### config.mk
export PLATFORM = sky130hd
export DESIGN_NAME = uart_tx_fifo
export DESIGN_NICKNAME = d
export VERILOG_FILES = /design/src/rtl/uart_tx_fifo.sv
export SDC_FILE = /design/constraint.sdc
export NUM_CORES = 1
export LEC_CHECK = 0
export ABC_AREA = 1
export BUFFER_PORTS_ARGS = -buffer_cell sky130_fd_sc_hd__buf_2
export CAP_MARGIN = 15
export CORE_AREA = 2 2 137 152
export CTS_BUF_LIST = sky130_fd_sc_hd__clkbuf_4 sky130_fd_sc_hd__clkbuf_8
export DETAILED_ROUTE_END_ITERATION = 6
export DIE_AREA = 0 0 139 154
export PLACE_DENSITY = 0.64
export SYNTH_ARGS = -nofsm -noshare
export SYNTH_HDL_FRONTEND = slang
export SYNTH_SLANG_ARGS = --single-unit
### constraint.sdc
create_clock -name clk -period 5.55 [get_ports clk]
set_input_delay 0.555 -clock clk [delete_from_list [all_inputs] [get_ports clk]]
set_output_delay 0.555 -clock clk [all_outputs]
set_load 0.05 [all_outputs]
### src/rtl/uart_tx_fifo.sv
// uart_tx_fifo: UART transmitter fed by a FIFO with per-frame latched configuration,
// parity, one/two stop bits, break generation and CTS flow control.
module uart_tx_fifo #(
    parameter int DATA_W     = 9,
    parameter int FIFO_DEPTH = 16
) (
    input  logic                          clk,
    input  logic                          rst,
    input  logic                          tx_tick,
    input  logic                          wr_en_i,
    input  logic [DATA_W-1:0]             wr_data_i,
    input  logic [2:0]                    data_bit_num_i,
    input  logic                          parity_en_i,
    input  logic                          parity_type_i,
    input  logic                          stop_bit_num_i,
    input  logic                          break_i,
    input  logic                          cts_n_i,
    input  logic                          clr_ovf_i,
    output logic                          tx_o,
    output logic                          tx_done_o,
    output logic                          busy_o,
    output logic                          fifo_full_o,
    output logic                          fifo_empty_o,
    output logic [$clog2(FIFO_DEPTH):0]   fifo_level_o,
    output logic                          overflow_o
);
    localparam int AW = $clog2(FIFO_DEPTH);
    localparam int LW = AW + 1;

    typedef enum logic [2:0] {IDLE, START, DATA, PARITY, STOP, BREAK} state_t;

    state_t            state, state_n;
    logic [DATA_W-1:0] mem [FIFO_DEPTH];
    logic [AW-1:0]     wr_ptr, rd_ptr;
    logic [LW-1:0]     level;
    logic              push, pop, launch, can_start;
    logic [DATA_W-1:0] fifo_head, masked, sh, sh_n;
    logic [3:0]        nb_cfg, nb, nb_n, idx, idx_n;
    logic              par_en, par_en_n, par, par_n, stop2, stop2_n;
    logic              stop_cnt, stop_cnt_n, brk, brk_n, tx, tx_n, done, done_n;

    assign fifo_head    = mem[rd_ptr];
    assign fifo_full_o  = level == LW'(FIFO_DEPTH);
    assign fifo_empty_o = level == '0;
    assign fifo_level_o = level;
    assign push         = wr_en_i && (!fifo_full_o || pop);
    assign tx_o         = tx;
    assign tx_done_o    = done;
    assign busy_o       = state != IDLE;

    always_ff @(posedge clk)
        if (push) mem[wr_ptr] <= wr_data_i;

    always_ff @(posedge clk or posedge rst)
        if (rst) begin
            wr_ptr     <= '0;
            rd_ptr     <= '0;
            level      <= '0;
            overflow_o <= 1'b0;
        end else begin
            if (push) wr_ptr <= wr_ptr + 1'b1;
            if (pop) rd_ptr <= rd_ptr + 1'b1;
            level <= level + LW'(push) - LW'(pop);
            if (wr_en_i && !push) overflow_o <= 1'b1;
            else if (clr_ovf_i) overflow_o <= 1'b0;
        end

    // Word is masked to the configured width at launch, so parity and shifting see only active bits.
    always_comb begin
        can_start  = !fifo_empty_o && !cts_n_i && !break_i;
        nb_cfg     = ({1'b0, data_bit_num_i} > 4'(DATA_W - 5)) ? 4'(DATA_W) : 4'd5 + {1'b0, data_bit_num_i};
        masked     = fifo_head & ~({DATA_W{1'b1}} << nb_cfg);
        state_n    = state;
        sh_n       = sh;
        nb_n       = nb;
        idx_n      = idx;
        par_en_n   = par_en;
        par_n      = par;
        stop2_n    = stop2;
        stop_cnt_n = stop_cnt;
        brk_n      = brk;
        tx_n       = tx;
        done_n     = 1'b0;
        launch     = 1'b0;
        pop        = 1'b0;
        if (tx_tick) begin
            case (state)
                IDLE: begin
                    if (break_i) begin
                        state_n = BREAK;
                        tx_n    = 1'b0;
                    end else launch = can_start;
                end
                START: begin
                    state_n = DATA;
                    tx_n    = sh[0];
                    sh_n    = sh >> 1;
                    idx_n   = '0;
                end
                DATA: begin
                    if (idx == nb - 4'd1) begin
                        state_n    = par_en ? PARITY : STOP;
                        tx_n       = par_en ? par : 1'b1;
                        stop_cnt_n = 1'b0;
                    end else begin
                        idx_n = idx + 4'd1;
                        tx_n  = sh[0];
                        sh_n  = sh >> 1;
                    end
                end
                PARITY: begin
                    state_n    = STOP;
                    tx_n       = 1'b1;
                    stop_cnt_n = 1'b0;
                end
                STOP: begin
                    if (stop2 && !stop_cnt) stop_cnt_n = 1'b1;
                    else begin
                        done_n  = !brk;
                        state_n = IDLE;
                        tx_n    = 1'b1;
                        launch  = can_start;
                    end
                end
                BREAK: begin
                    if (!break_i) begin
                        state_n    = STOP;
                        tx_n       = 1'b1;
                        stop2_n    = stop_bit_num_i;
                        stop_cnt_n = 1'b0;
                        brk_n      = 1'b1;
                    end
                end
                default: state_n = IDLE;
            endcase
        end
        if (launch) begin
            pop      = 1'b1;
            state_n  = START;
            tx_n     = 1'b0;
            sh_n     = masked;
            nb_n     = nb_cfg;
            par_en_n = parity_en_i;
            par_n    = (^masked) ^ parity_type_i;
            stop2_n  = stop_bit_num_i;
            brk_n    = 1'b0;
        end
    end

    always_ff @(posedge clk or posedge rst)
        if (rst) begin
            state    <= IDLE;
            sh       <= '0;
            nb       <= 4'd5;
            idx      <= '0;
            par_en   <= 1'b0;
            par      <= 1'b0;
            stop2    <= 1'b0;
            stop_cnt <= 1'b0;
            brk      <= 1'b0;
            tx       <= 1'b1;
            done     <= 1'b0;
        end else begin
            state    <= state_n;
            sh       <= sh_n;
            nb       <= nb_n;
            idx      <= idx_n;
            par_en   <= par_en_n;
            par      <= par_n;
            stop2    <= stop2_n;
            stop_cnt <= stop_cnt_n;
            brk      <= brk_n;
            tx       <= tx_n;
            done     <= done_n;
        end
endmodule

Word-level counts from Yosys, hierarchy flattened
Memory sizes are Yosys's and may differ from the RTL's. Index checks and enable logic that the tools add are counted.

Register bits after elaboration: 41. Latch bits: 0. Bits in writable memories: 144. ROM bits: 0. Bits of input ports: 22. Memories kept: 1.

Add/subtract/negate cells: 7. $mul: 0. Divide/modulo/power cells: 0. $lt $le $gt $ge: 1. Eq/ne operators: 17. Shift operators: 1. Muxes and demuxes: 46. Bitwise operators: 3. Reductions and logical operators: 30.

Memory list: mem (depth 16, width 9, read ports 1, clocked after Yosys merged registers in 0, wr ports 1, RTL line 33) `logic [DATA_W-1:0] mem [FIFO_DEPTH];`.

Operators with widths (count): 1-bit 2-to-1 mux (28); 9-bit 2-to-1 mux (3); 3-bit 2-to-1 mux (7); 3-bit one-hot mux with 6 select lines (1); 9-bit one-hot mux with 2 select lines (1); 3-bit inequality test (second input constant) (5); 5-bit AND reduction (3); 4-bit by 1-bit adder with 4-bit output (second input constant) (3); 9-bit AND (1); 9-bit inverter (1); 3-bit AND reduction (3); 9-bit XOR reduction (1); 9-bit by 4-bit left shift with 9-bit output (first input constant) (1); 4-bit 2-to-1 mux (2); 2-bit inequality test (second input constant) (4); 4-bit one-hot mux with 2 select lines (1); 2-bit nonzero test (4); 1-bit zero test (7); 7-bit nonzero test (1); 3-bit by 2-bit == test with 1-bit output (second input constant) (2); 3-bit == test (second input constant) (2); 1-bit one-hot mux with 6 select lines (1); 3-bit nonzero test (2); 5-bit by 1-bit adder with 5-bit output (1); other kinds (16) (20).

Longest topological paths before layout
Depth in word-level cells: 13. Depth in mapped cells: 18. Gate-level depth less buffers: 17.

Least setup slack after synthesis
OpenSTA, ideal clock, no wires.

Path kind: reg-to-reg. Start: register level[3] (netlist: fifo_level_o[3]). End: register level[4] (netlist: fifo_level_o[4]). Library setup time: 79 ps. Arrival time: 3321 ps. Data required time: 5471 ps. Setup slack: 2150 ps. Stages on the path, launching flop included: 15. Cell sequence: dfrtp_1 inv_1 ha_1 nand2_1 nor2_1 nor2_2 inv_2 clkbuf_1 nand2_1 nand2_1 ha_1 inv_1 fa_1 o21ai_0 xor2_1.

Word-level cells in the longest chain between the ends: 12. Elaborated cells on any way between the ends: 15. Those cells by class: add/sub: 2; eq/ne: 1; mux: 5; reduce/logical: 7.

Ends and longest elaborated chain: from (decl) (RTL line 35) `logic [LW-1:0] level;`; from (signal assigned) (RTL line 63) `level <= level + LW'(push) - LW'(pop);`; 5-bit zero test (*) (RTL line 44) `assign fifo_empty_o = level == '0;`; named net fifo_empty_o (RTL line 23) `output logic fifo_empty_o,`; 1-bit zero test (*) (RTL line 70) `can_start = !fifo_empty_o && !cts_n_i && !break_i;`; 1-bit logical AND (*) (2 in series) (RTL line 70); 1-bit 2-to-1 mux, on equally long branches (RTL line 117, 89); 1-bit one-hot mux with 2 select lines (*) (RTL line 87) `case (state)`; 1-bit 2-to-1 mux (*) (RTL line 86) `if (tx_tick) begin`; 1-bit 2-to-1 mux (*) (RTL line 137) `if (launch) begin`; 1-bit logical OR (RTL line 46) `assign push = wr_en_i && (!fifo_full_o || pop);`; 1-bit logical AND (RTL line 46); 5-bit by 1-bit adder with 5-bit output (RTL line 63); 5-bit by 1-bit subtractor with 5-bit output (*) (RTL line 63).

Mark *: on every way through the listed nets, which the timed path passes. The rest lies on a longest branch. A chain may end at the register's enable or synchronous reset.

Worst setup path in the final report
Start: register rd_ptr[2]. End: register par.

Word-level cells in the longest chain between the ends: 4.

Ends and longest elaborated chain: from (decl) (RTL line 34) `logic [AW-1:0] wr_ptr, rd_ptr;`; from (signal assigned) (RTL line 62) `if (pop) rd_ptr <= rd_ptr + 1'b1;`; memory 16 x 9 bit; 9-bit AND (RTL line 72) `masked = fifo_head & ~({DATA_W{1'b1}} << nb_cfg);`; 9-bit XOR reduction (RTL line 144) `par_n = (^masked) ^ parity_type_i;`; 1-bit bitwise XOR (RTL line 144); to (signal assigned) (RTL line 169) `par <= par_n;`; to (decl) (RTL line 39) `logic par_en, par_en_n, par, par_n, stop2, stop2_n;`.

Every way passes these cells.

==> qor.yml <==
antenna_found_initial: 0
overflow: 0
insertion_delay_ps: 460
path_max_fanout: 20
peakVddDrop_mv: 0.243
yosysWarnings: 0
post_dp_cell_area_um2: 8830
power_density_nw_per_um2: 526
p_leak_nw: 3.71
synth_top_area_share_pct: 50.4
clockBufferDepth: 2
areaGrowthSynthToFinish_pct: 7.31
cts_hold_buf: 0
fin_crit_ps: 3360
cts_sinks: 185
slowest_delay_ps: 980
grtUsageTotal_pct: 18.1
pin_count: 33
clockRootBuffer: "clkbuf_8"
grt_pass1_wl_um: 29700
drive_gt1_share_pct: 9.68
rsz0062_at_grt: "false"
async_reset_ff_share_pct: 22.2
place_congestion: 0.836
grt_start_max_net_pins: 62
maxCapViolations: 0
drt_pass1_iterations: 5
hold_violations: 0
drv_slew: 0
ff2ff_setup_slack_ps: 2190
max_slew.worst_pin.slew_ps: 1140
status: "finished clean"
crit_chain: "clkinv_1 > nand3_1 > nand3_1 > nand2_1 > nand2_2 > nand2_1 > inv_1 > nor2_1 > nand2_1 > nand2_1 > nand3_1 > nand3_1 > nand2_1"
numCtsBuffers: 17
dr_total_vias: 5898
postCtsSetupBuffers: 0
final_net_count: 914
rows: 54
n_antenna_cell: 0
netlist_top_cells_area: "edfxtp_1 (50%), dfrtp_1 (11%), nand2_1 (10%)"
finalSetupViolCount: 0
syn_inst: 854
dieArea_um2: 21400
hpwl_um: 11500
layout_common_cells: "nand2_1 (235), edfxtp_1 (144), nand3_1 (93)"
grt_pass1_vias: 5515
post_drt_wl_per_cell_um: 16.6
synth-edff-count: 144
synth_seq_cells: 185
drc: 0
post_drt_via_cell_ratio: 5.17
drtIter0Drc: 467
fin_skew_ps: 16.1
yosys.area.top_type: "edfxtp_1"
htree_levels: 4
start_util_pct: 43.5
avgSynthCellArea_um2: 10.0
worst_ep_required_time_ps: 5900
crit_arrival_ps: 3710
synth_ff_type: "edfxtp_1"
cts_resized: 0
cts_tree: "done"
final_common_cell: "nand2_1"
die_w_um: 139
syn_area_um2: 8580
holdWs_ps: 270
syn-num-nets: 893
cp_common_cell: "nand2_1"
fmax_mhz: 298
critical_path_class: "register to register"
layout.filler_cells: 1829
crit_start: "rd_ptr[2]"
wl_um: 18900
maxSlewHeadroom_pct: 23.7
synth_seq_area_share_pct: 62.4
setup-tns-final_ps: 0
period_share_pct: 60.5
ant_nets: 0
die_height_um: 154
fin_area_um2: 9210
startpoint_type: "register"
hold_class: "input port to asynchronous set/reset pin"
crit_path_end_kind: "register"
clk_pin_slew_worst_paths_ps: 110
io_buffers: 32
ys_types: 38
cp_slowest_cell: "dfrtp_1"
r2r_start: "rd_ptr[2]"
coreArea_um2: 19700
cell type report:
type                       instances  area, um2  share of cell area, %
timing repair buffer              34        175                   1.90
tap                              252        315                   3.42
clock inverter                    14        130                   1.41
clock buffer                      18        241                   2.62
inverter                          75        282                   3.06
sequential                       185       5360                   58.2
multi-input combinational        562       2710                   29.4
logic make-up after synthesis:
logic type | count (synthesis) | share of synthesized area, %
adder cells (fa/ha/maj) | 17 | 2.57
buffers and inverters | 107 | 6.04
flip-flops | 185 | 62.4
AO/OA/AOI/OAI | 95 | 6.50
AND/OR/NAND/NOR | 433 | 20.8
XOR/XNOR | 17 | 1.74
report_power, final:
group	leakage, nW	total, W	switching (W)	internal, W
clock network	0.180	0.000860	0.000524	0.000336
registers	1.81	0.00194	0.000203	0.00174
logic	1.73	0.00205	0.00142	0.000626
total	3.71	0.00484	0.00215	0.00270
state kept, by name, summed over array words and instances (netlist names):
name,cells
overflow_o,1
nb,4
par_en,1
state,3
stop2,1
idx,4
mem,144
par,1
sh,9
fifo_level_o,5
wr_ptr,4
tx_done_o,1
stop_cnt,1
brk,1
tx_o,1
rd_ptr,4
cell usage after synthesis (6+ instances only):
cell type / n
xnor2_1: 6
inv_1: 69
o21ai_0: 39
edfxtp_1: 144
buf_6: 8
nand3_1: 93
ha_1: 16
nand2_1: 235
dfrtp_1: 38
nor2_1: 89
o21ai_1: 7
a21oi_1: 19
o211ai_1: 19
buf_2: 12
xor2_1: 11
per-layer routing:
| metal | up-vias | global-route usage (%) | part of all wire (%) |
|---|---|---|---|
| met1 | 2804 | 23.2 | 43 |
| li1 | 2902 | - | - |
| met2 | 168 | 30.5 | 49 |
| met4 | 0 | 5.72 | 1.7 |
| met5 | - | 0 | 0 |
| met3 | 24 | 4.20 | 5.8 |
through the flow:
step	std cells	total power, W	util [%]	worst slack, ps
after floorplan	854	0.00355	-	2150
after detailed placement	1108	0.00401	44.8	1940
final	1140	0.00484	46.7	2190
after CTS	1140	0.00486	46.7	2180
after global placement	1108	0.00398	44.8	2020
after global routing	1140	0.00522	46.7	1790
worst max-delay path, delay by kind of cell, from the launching register on:
family                 cells  cell delay (ps)
AND/OR/NAND/NOR           11             1270
buffers and inverters      2              990
flip-flops                 1              980
final timing paths:
path	end	cells past startpoint
max	par	13
max in group asynchronous	rd_ptr[0]	2
min	fifo_level_o[2]	2
min reg2reg	tx_done_o	1
min in group clk	overflow_o	2
max reg2reg	par	13
No activity file was read; power rests on OpenSTA's default activity.
